**src/rtl/regfile_wb_ctrl.sv**
```systemverilog
// regfile_wb_ctrl
// ---------------
// Write-back controller and hazard scoreboard for the 32x32 register file.
// Two producers share the single register-file write port: EXU (port A,
// single-cycle results) and LSU (port B, multi-cycle loads).  A round-robin
// arbiter grants one of them per cycle.  The winner is registered onto the
// write port.  A busy vector tracks registers that have an outstanding
// producer, so decode can stall on RAW/WAW hazards.
//
// Ports
//   clk, rst_n                   clock, asynchronous active-low reset
//   iss_valid                    decode presents an instruction
//   iss_rs1/iss_rs2              source indices
//   iss_use_rs1/iss_use_rs2      source is actually read
//   iss_wr/iss_rd                instruction writes iss_rd
//   iss_stall                    combinational: instruction must not issue
//   a_valid/a_ready/a_rd/a_data  EXU write-back handshake
//   b_valid/b_ready/b_rd/b_data  LSU write-back handshake
//   rf_wen/rf_waddr/rf_wdata     registered register-file write port
//   busy                         scoreboard vector (bit 0 always 0)
//   err_spurious                 sticky: write-back to a non-busy register
module regfile_wb_ctrl #(
   parameter int XLEN = 32,
   parameter int NREG = 32
) (
   input  logic                    clk,
   input  logic                    rst_n,
   input  logic                    iss_valid,
   input  logic [$clog2(NREG)-1:0] iss_rs1,
   input  logic [$clog2(NREG)-1:0] iss_rs2,
   input  logic                    iss_use_rs1,
   input  logic                    iss_use_rs2,
   input  logic                    iss_wr,
   input  logic [$clog2(NREG)-1:0] iss_rd,
   output logic                    iss_stall,
   input  logic                    a_valid,
   output logic                    a_ready,
   input  logic [$clog2(NREG)-1:0] a_rd,
   input  logic [XLEN-1:0]         a_data,
   input  logic                    b_valid,
   output logic                    b_ready,
   input  logic [$clog2(NREG)-1:0] b_rd,
   input  logic [XLEN-1:0]         b_data,
   output logic                    rf_wen,
   output logic [$clog2(NREG)-1:0] rf_waddr,
   output logic [XLEN-1:0]         rf_wdata,
   output logic [NREG-1:0]         busy,
   output logic                    err_spurious
);

   localparam int AW = $clog2(NREG);

   logic [NREG-1:0] busy_q,   busy_d;
   logic            lg_q,     lg_d;
   logic            wen_q,    wen_d;
   logic [AW-1:0]   waddr_q,  waddr_d;
   logic [XLEN-1:0] wdata_q,  wdata_d;
   logic            err_q,    err_d;

   logic            xfer_s;
   logic [AW-1:0]   sel_rd_s;
   logic [XLEN-1:0] sel_data_s;
   logic            iss_fire_s;

   // Round-robin grant: lg_q=1 means B won last, so A takes a tie.
   always_comb begin
      a_ready = a_valid & (~b_valid | lg_q);
      b_ready = b_valid & (~a_valid | ~lg_q);
   end

   // Hazard stall on current scoreboard state only (no write-back bypass).
   always_comb begin
      iss_stall = iss_valid & ((iss_use_rs1 & busy_q[iss_rs1]) |
                               (iss_use_rs2 & busy_q[iss_rs2]) |
                               (iss_wr      & busy_q[iss_rd]));
   end

   // Winning transfer selection and next-state for all registered state.
   always_comb begin
      xfer_s     = a_ready | b_ready;
      sel_rd_s   = a_ready ? a_rd   : b_rd;
      sel_data_s = a_ready ? a_data : b_data;
      iss_fire_s = iss_valid & ~iss_stall & iss_wr & (iss_rd != {AW{1'b0}});

      // last-grant tracks whoever won this cycle, else holds
      if (a_ready) begin
         lg_d = 1'b0;
      end else if (b_ready) begin
         lg_d = 1'b1;
      end else begin
         lg_d = lg_q;
      end

      // writes to x0 complete the handshake but never reach the port
      wen_d = xfer_s & (sel_rd_s != {AW{1'b0}});
      if (wen_d) begin
         waddr_d = sel_rd_s;
         wdata_d = sel_data_s;
      end else begin
         waddr_d = waddr_q;
         wdata_d = wdata_q;
      end

      // a real write-back must target a register with a pending producer
      if (wen_d & ~busy_q[sel_rd_s]) begin
         err_d = 1'b1;
      end else begin
         err_d = err_q;
      end

      // clear from the write port first so a same-index set wins
      busy_d = busy_q;
      if (wen_q) begin
         busy_d[waddr_q] = 1'b0;
      end else begin
         busy_d = busy_d;
      end
      if (iss_fire_s) begin
         busy_d[iss_rd] = 1'b1;
      end else begin
         busy_d = busy_d;
      end
      busy_d[0] = 1'b0;
   end

   // State registers with asynchronous reset.
   always_ff @(posedge clk or negedge rst_n) begin
      if (!rst_n) begin
         busy_q  <= {NREG{1'b0}};
         lg_q    <= 1'b1;
         wen_q   <= 1'b0;
         waddr_q <= {AW{1'b0}};
         wdata_q <= {XLEN{1'b0}};
         err_q   <= 1'b0;
      end else begin
         busy_q  <= busy_d;
         lg_q    <= lg_d;
         wen_q   <= wen_d;
         waddr_q <= waddr_d;
         wdata_q <= wdata_d;
         err_q   <= err_d;
      end
   end

   assign rf_wen       = wen_q;
   assign rf_waddr     = waddr_q;
   assign rf_wdata     = wdata_q;
   assign busy         = busy_q;
   assign err_spurious = err_q;

endmodule
```
**config.mk**
```make
export PLATFORM = sky130hd
export DESIGN_NAME = regfile_wb_ctrl
export DESIGN_NICKNAME = d
export VERILOG_FILES = /design/src/rtl/regfile_wb_ctrl.sv
export SDC_FILE = /design/constraint.sdc
export NUM_CORES = 1
export LEC_CHECK = 0
export CORE_MARGIN = 2
export CORE_UTILIZATION = 45
export CTS_BUF_LIST = sky130_fd_sc_hd__clkbuf_8
export CTS_CLUSTER_SIZE = 28
export DETAILED_ROUTE_END_ITERATION = 16
export GPL_TIMING_DRIVEN = 0
export PLACE_DENSITY = 0.81
export SYNTH_ARGS = -nofsm -noshare
export SYNTH_HDL_FRONTEND = slang
export SYNTH_SLANG_ARGS = --single-unit
```
**constraint.sdc**
```tcl
create_clock -name clk -period 3.9 [get_ports clk]
set_input_delay 0.39 -clock clk [delete_from_list [all_inputs] [get_ports clk]]
set_output_delay 0.39 -clock clk [all_outputs]
set_load 0.05 [all_outputs]
```
Yosys cells after proc, flatten, opt, wreduce, memory -nomap -nowiden. Index checks and enable logic that the tools add are counted.

Register bits: 71. Latch bits: 0. Bits in writable memories: 0. Memory bits (read-only): 0. Input bits: 97. Output and inout bits: 74. Word-level logic and storage cells: 60. Memories kept: 0.

Add/subtract/negate cells: 0. Multiply operators: 0. Divide/modulo/power cells: 0. Order comparisons: 7. Equality and inequality tests: 0. Shift operators: 0. Multiplexer cells: 18. Bitwise gates (word level): 24. Reduce and logical (&&, ||, !) cells: 5.

Operators by type and width (count): 32-bit 2-to-1 mux (3); 32-bit bitwise AND (1); 32-bit NOT (1); 32-bit OR (1); 5-bit by 6-bit less-than comparator with 1-bit output (second input constant) (5); 1-bit binary-select mux with 5-bit select (4); 1-bit bitwise AND (11); 1-bit demux with 5-bit select (2); 5-bit by 1-bit >= comparator with 1-bit output (second input constant) (2); 5-bit nonzero test (2); 1-bit 2-to-1 mux (8); 5-bit 2-to-1 mux (1); 1-bit NOT (5); 1-bit OR (5); 1-bit logical AND (2); 2-bit nonzero test (1).

Longest topological paths before layout. Gate-level depths: netlist of the first run.

Word-level depth: 11. Mapped depth: 9. Mapped depth without buffers: 7.

Worst setup path before layout of the first run. OpenSTA, ideal clock, no wires.

Kind: reg-to-output. Start: register busy_q[7] (netlist: busy[7]). End: output port iss_stall. Arrival time: 3062 ps. Data required time: 3510 ps. Path slack: 448 ps. Cell stages (with the launch flop): 6. Buffers on the path: 0. Cells stage by stage: dfrtp_1 > mux2i_1 > mux4_2 > mux4_2 > a2bb2oi_2 > a21boi_0.

Longest elaborated chain between the ends: 6. Elaborated cells on any way between the ends: 12. Classes of those cells: mux (6); bitwise (6).

Ends and longest elaborated chain: start: declaration (RTL line 53) `logic [NREG-1:0] busy_q, busy_d;`; start signal: assignment (RTL line 129) `busy_q <= {NREG{1'b0}};`; start signal: assignment (RTL line 136) `busy_q <= busy_d;`; 1-bit binary-select mux with 5-bit select, on equally long branches (RTL line 73, 74); 1-bit 2-to-1 mux, on equally long branches (RTL line 73, 74); 1-bit bitwise AND, on equally long branches (RTL line 73, 74); 1-bit OR (RTL line 73) `iss_stall = iss_valid & ((iss_use_rs1 & busy_q[iss_rs1]) |`; 1-bit OR (*) (RTL line 74) `(iss_use_rs2 & busy_q[iss_rs2]) |`; 1-bit bitwise AND (*) (RTL line 73); end: declaration (RTL line 35) `output logic iss_stall,`.

Every way passes the cells marked *; elsewhere a longest branch is shown, timed or not. The select of a mux whose other input is x is not followed.

Worst setup path after layout of the first run. Ends and elaborated chain as after synthesis.

==> results of run 1 <==
-- synthesized netlist by cell type (all sizes together) (2+ instances only) --
master   count
mux2i       15
a311o        2
and2         2
nand2       77
nor3b        3
nor3         2
nand3b       8
a21oi        7
or2          3
a211oi       2
mux4        24
buf         13
nand3       13
a22oi        6
nor2b        5
a2111oi      4
a21boi       6
and3         6
or3          2
a221oi       2
or3b         4
inv          8
clkbuf      22
a31oi       34
dfrtp       70
mux2         2
nor2        44
o221ai       4
o21ai       74
nor4         2
or2b         2
o211ai       2
o22ai        4
nand2b       8
-- report_power, final --
group | switching (W) | internal, W
Clock | 0.000302 | 0.000434
Combinational | 0.00139 | 0.000918
Sequential | 0.000486 | 0.000962
Total | 0.00218 | 0.00231
-- flip-flops by register name, summed over array words and instances, names as in the netlist --
register and count:
err_spurious 1, rf_wen 1, rf_wdata 32, rf_waddr 5
lg_q 1, busy 31
-- final cells by class --
type,instances,area [um^2],area share
Tap cell,136,170,0.0255
Sequential cell,71,1780,0.266
Multi-Input combinational cell,385,2640,0.395
Clock inverter,7,128,0.0191
Buffer,36,183,0.0273
Clock buffer,9,124,0.0185
Inverter,8,30.0,0.00449
Timing Repair Buffer,163,1630,0.244
-- worst reg2reg max path, cell delays in order (launching register included) --
cell	delay (ns)
dfstp_2	0.57
nand2b_1	0.14
buf_2	0.22
nand2_1	0.33
inv_2	0.33
o22ai_1	0.13
a22oi_2	0.45
clkbuf_1	0.44
a31oi_1	0.15
-- path summary, 6_finish.rpt --
path	endpoint	slack (ns)	cells after the start
worst max-delay path	iss_stall	0.21	6
worst min-delay path	rf_wdata[0]	0.16	1
worst max register to register	rf_wdata[18]	0.99	8
worst min register to register	err_spurious	0.50	2
max in group asynchronous	busy[29]	3.12	1
min in group clk	err_spurious	0.50	2
-- per-layer routing --
layer,GRT usage,wire length (um),part of all wire
met3,0.0779,1940,0.12
met5,0,0,0
met2,0.460,7360,0.45
met1,0.387,6290,0.39
met4,0.125,646,0.040
-- cells by family (layout without fill, tap and decap cells) --
logic type	count (synthesis)	count (layout)	share of synthesized area
flops	71	71	0.384
simple gates	185	185	0.200
compound gates	158	158	0.211
mux	41	41	0.159
buf+inv	44	223	0.0459
other cells	1	1	0.000810
-- stage by stage --
stage	std cells	power, W	utilization	area (um^2)	hold WS [ns]
after floorplan	500	0.00276	-	4630	0.0944
after global placement	799	0.00367	0.635	6430	0.497
after detailed placement	799	0.00373	0.634	6430	0.498
after CTS	815	0.00446	0.659	6680	0.195
after global routing	815	0.00467	0.659	6680	0.243
final	815	0.00449	0.659	6680	0.163
==> metrics.md, run 1 <==
| Metric | Value |
|---|---|
| Setup Buffers After CTS | 0 |
| Crit-path max cell delay | 0.83 ns |
| Die Ht | 105 um |
| Final Max Slew Viols | 0 |
| Inserted Clock Buffers | 9 |
| Core area | between 0.01 and 0.015 mm^2 |
| Synth Cell Area | 0.00463 mm^2 |
| Post-synthesis sequential area ratio | 0.384 |
| Final setup skew | 0.0128 ns |
| CP Launch Type | flop |
| Synth warnings | 0 |
| RSZ-0062 raised after global routing | no |
| Post-cts repair resize count | 0 |
| Synth Flop Type | dfrtp_1 |
| Max cap viols | 0 |
| Die area | 0.0111 mm^2 |
| # hold bufs at CTS | 0 |
| Vias in the first global route | 4863 |
| Worst setup margin | ~0.21 ns |
| H-tree depth | 3 |
| Root Driver | clkbuf_8 |
| First-pass GRT wire length | 25700 um |
| Later-pin clock latency in the skew report | 0.35 ns |
| Antenna Nets Post-Route | 0 |
| Yosys cell types | between 60 and 70 |
| Syn Area/Cell | 9.26 um^2 |
| P&R area growth vs syn | 44.3% |
| Dpl hpwl | 12000 um |
| # IOs | between 150 and 200 |
| CP max-delay cell | clkdlybuf4s50_1 |
| Finish-stage setup viols | 0 |
| 1st-pass router iterations | 5 |
| Wire per inst | 19.9 um |
| CTS tree | built |
| Ant diodes | 0 |
| Critical path type | flop to primary output |
| Die X | 105 um |
| Vias per Instance | 6.05 |
| Most frequent cells in the layout | 162 x clkdlybuf4s50_1, 77 x nand2_1, 70 x dfrtp_1, 55 x o21ai_0, 44 x nor2_1 |
| EDFF count, synth | 0 |
| Synth Register Bits | 71 |
| CTS sink count | approximately 70 |
| Area contributors post-synth | dfrtp_1 38%, mux4_2 8.8%, nand2_1 6.2% |
| Port Buffers | 163 |
| Starting density of the core | 0.457 |
| Crit. Startpoint | busy[7] |
| Clk buf depth | 2 |
| Leak | 2.65 nW |
| Tcrit/Tclk final | 0.947 |
| DRT iter0 DRCs | ~330 |
| Total GRT Usage | 0.295 |
| Initial antenna violation count | 0 |
| Drt total wl | 16200 um |
| Post-Syn Nets | approximately 600 |
| DR vias | 4927 |
| Final Hold Fails | 0 |
| Tmin final | 3.69 ns |
| P per Cell Area | 672 mW/mm^2 |
| Crit. End Element | primary output |
| Crit Path Max Fanout | 6 |
| Peak Freq | between 0.2 and 0.3 GHz |
| Worst Tran Pin Value | 0.926 ns |
| Cell count after synthesis | 500 |
| IR Drop Worst-Case VDD | 0.000418 V |
| Place WS | between 0.3 and 0.4 ns |
| Final nets | 771 |
| Status | complete, no violations |
| Max-slew headroom | 0.383 |
| Cell Rows | 37 |
| CP arrival | 3.30 ns |
| DRC | 0 |
| TNS Setup | 0 ns |
| Worst Path Required | 3.51 ns |
| Gr ovfl total | 0 |
| Area leader, netlist | dfrtp_1 |
| Share of cells above drive strength 1 | 0.103 |
| Critical Path Most Common Cell | mux4_2 |
| Buf/Inv on CP | 1 |
| R2r startpoint | lg_q |
| GP Congestion | 0.936 |
| Crit path cell chain | mux2i_1 > mux4_2 > mux4_2 > a2bb2oi_2 > a21boi_0 > clkdlybuf4s50_1 |
| Clk slew on worst S/H paths | 0.08 ns |
| Fill cells | 812 |
| Commonest non-fill, non-tap cell in the layout | clkdlybuf4s50_1 |
| Largest net degree at the start of global routing | 72 |
| Worst hold path type | primary input to asynchronous set/reset pin |
| Crit-path leading delay family | multiplexers |
| Synth top area share | 0.378 |
| Async S/R FF share, synth | 1.00 |
Note: power is estimated with default switching activity, not from simulation.
==> run 2: changes to the inputs <==
--- a/config.mk
+++ b/config.mk
@@ -5,6 +5,7 @@
 export SDC_FILE = /design/constraint.sdc
 export NUM_CORES = 1
 export LEC_CHECK = 0
+export ABC_CLOCK_PERIOD_IN_PS = 3900
 export CORE_MARGIN = 2
 export CORE_UTILIZATION = 45
 export CTS_BUF_LIST = sky130_fd_sc_hd__clkbuf_8
==> results of run 2 <==
No change in the layout: final DEF, timing and power equal those of run 1.
==> run 3: changes to the inputs <==
--- a/config.mk
+++ b/config.mk
@@ -6,6 +6,7 @@
 export NUM_CORES = 1
 export LEC_CHECK = 0
 export ABC_CLOCK_PERIOD_IN_PS = 3900
+export CORE_ASPECT_RATIO = 1.25
 export CORE_MARGIN = 2
 export CORE_UTILIZATION = 45
 export CTS_BUF_LIST = sky130_fd_sc_hd__clkbuf_8
==> run 3 against run 2 <==
Die area barely moved. Clock skew shrank 0.0028 ns. Sequential share of layout area is 0.26 points higher. Non-clock buffer count stayed put. Combinational power barely moved. Critical path type unchanged. Critical endpoint unchanged. Highest routed layer unchanged.
==> metrics.md, run 3 (synthesized netlist as in run 1, its figures left out) <==
| Metric | Value |
|---|---|
| Status | complete, no violations (unchanged) |
| TNS Setup | 0 ns (unchanged) |
| Crit-path max cell delay | 0.82 ns (was 0.83 ns) |
| Starting density of the core | 0.461 (was 0.457) |
| GP Congestion | 0.939 (was 0.936) |
| Gr ovfl total | 0 (unchanged) |
| Crit. End Element | primary output (unchanged) |
| Drt total wl | 16500 um (was 16200 um) |
| Port Buffers | 163 (unchanged) |
| R2r setup slk | 0.93 ns (was 0.99 ns) |
| Total GRT Usage | 0.296 (was 0.295) |
| Share of cells above drive strength 1 | 0.103 (unchanged) |
| First-pass GRT wire length | 25500 um (was 25700 um) |
| Tmin final | 3.68 ns (was 3.69 ns) |
| H-tree depth | 3 (unchanged) |
| Max-slew headroom | 0.417 (was 0.383) |
| Crit-path leading delay family | multiplexers (unchanged) |
| Later-pin clock latency in the skew report | 0.35 ns (about the same) |
| Buf/Inv on CP | 1 (unchanged) |
| Core area | 0.0101 mm^2 (about the same) |
| Fill cells | 826 (was 812) |
| Antenna Nets Post-Route | 0 (unchanged) |
| P&R area growth vs syn | 42.9% (was 44.3%) |
| Final nets | 771 (unchanged) |
| Inserted Clock Buffers | 9 (unchanged) |
| # hold bufs at CTS | 0 (unchanged) |
| Critical Path Most Common Cell | mux4_2 (unchanged) |
| Finish-stage setup viols | 0 (unchanged) |
| DRC | 0 (unchanged) |
| Critical path type | flop to primary output (unchanged) |
| Dpl hpwl | 12400 um (was 12000 um) |
| IR Drop Worst-Case VDD | 0.000309 V (was 0.000418 V) |
| Worst Path Required | 3.51 ns (about the same) |
| 1st-pass router iterations | 5 (unchanged) |
| Crit path cell chain | mux2i_1 > mux4_2 > mux4_2 > a2bb2oi_2 > a21boi_0 > clkdlybuf4s50_1 (unchanged) |
| Fin util | 0.658 (was 0.659) |
| CP arrival | 3.29 ns (was 3.30 ns) |
| Vias in the first global route | 4948 (was 4863) |
| CP max-delay cell | clkdlybuf4s50_1 (unchanged) |
| DRT iter0 DRCs | 571 (was 329) |
| Leak | 2.62 nW (was 2.65 nW) |
| Crit Path Max Fanout | 6 (unchanged) |
| Peak Freq | 0.272 GHz (was 0.271 GHz) |
| Post-cts repair resize count | 0 (unchanged) |
| RSZ-0062 raised after global routing | no (unchanged) |
| Max cap viols | 0 (unchanged) |
| Final Max Slew Viols | 0 (unchanged) |
| CP Launch Type | flop (unchanged) |
| Final setup skew | 0.0101 ns (was 0.0128 ns) |
| Setup Buffers After CTS | 0 (unchanged) |
| Initial antenna violation count | 0 (unchanged) |
| Die area | 0.0111 mm^2 (about the same) |
| Vias per Instance | 6.08 (was 6.05) |
| CTS sink count | 71 (unchanged) |
| Die Ht | 117 um (was 105 um) |
| Die X | 94.7 um (was 105 um) |
| Max reg flops | 32 (unchanged) |
| Worst Tran Pin Value | 0.875 ns (was 0.926 ns) |
| CTS tree | built (unchanged) |
| Largest net degree at the start of global routing | 72 (unchanged) |
| Cell Rows | 41 (was 37) |
| Commonest non-fill, non-tap cell in the layout | clkdlybuf4s50_1 (unchanged) |
| Worst hold path type | primary input to asynchronous set/reset pin (unchanged) |
| Wire per inst | 20.4 um (was 19.9 um) |
| Clk buf depth | 2 (unchanged) |
| DR vias | 4909 (was 4927) |
| Tcrit/Tclk final | 0.944 (was 0.947) |
| Clk slew on worst S/H paths | 0.08 ns (about the same) |
| Final Hold Fails | 0 (unchanged) |
| Root Driver | clkbuf_8 (unchanged) |
| P per Cell Area | 659 mW/mm^2 (was 672 mW/mm^2) |
| Most frequent cells in the layout | 162 x clkdlybuf4s50_1, 77 x nand2_1, 70 x dfrtp_1, 55 x o21ai_0, 44 x nor2_1 (unchanged) |
| # IOs | 171 (unchanged) |
| Ant diodes | 0 (unchanged) |
## run 3: cell count changes in the layout (fill, tap and decap cells not counted)
cell / delta
clkinv_2: +3
inv_8: -1
bufinv_16: -2
## run 3: path summary, 6_finish.rpt
check | start | endpoint | cells past startpoint
max | busy[7] | iss_stall | 6
min | rst_n | rf_wdata[17] | 1
max reg2reg | lg_q | rf_wdata[22] | 8
min reg2reg | err_spurious | err_spurious | 2
max in group asynchronous | rst_n | busy[18] | 1
min in group clk | err_spurious | err_spurious | 2
## run 3: power by group
group	total (W)	internal (W)	leakage [nW]	switching, W
Combinational	0.00232	0.000919	1.69	0.00140
Clock	0.000588	0.000296	0.103	0.000292
Sequential	0.00145	0.000962	0.829	0.000490
Total	0.00436	0.00218	2.62	0.00218
## run 3: metal layers
| metal | track usage | up-vias | share of wire |
|---|---|---|---|
| met2 | 0.484 | 341 | 0.47 |
| li1 | - | 2216 | - |
| met1 | 0.364 | 2298 | 0.37 |
| met4 | 0.130 | 0 | 0.040 |
| met3 | 0.0764 | 54 | 0.12 |
| met5 | 0 | - | 0 |
## run 3: stage by stage
| step | setup WS, ns | cell area [um^2] | hold slack [ns] | total power (W) | instances |
|---|---|---|---|---|---|
| finish | 0.217 | 6620 | 0.158 | 0.00436 | 808 |
| global route | 0.0233 | 6620 | 0.232 | 0.00453 | 808 |
| CTS | 0.226 | 6620 | 0.180 | 0.00434 | 808 |
| detailed placement | 0.285 | 6420 | 0.497 | 0.00376 | 792 |
| global placement | 0.169 | 6420 | 0.489 | 0.00368 | 792 |
| floorplan | 0.448 | 4630 | 0.0944 | 0.00276 | 500 |
## run 3: final cells by class
cell class              count  area (um^2)  share of cell area
multi-input cells         385         2640               0.399
flip-flops and latches     71         1780               0.269
clock inverters             7         71.3              0.0108
repair buffers            163         1630               0.246
plain buffers              36          183              0.0276
well taps                 129          161              0.0244
clock buffers               9          124              0.0187
inverters                   8         30.0             0.00454
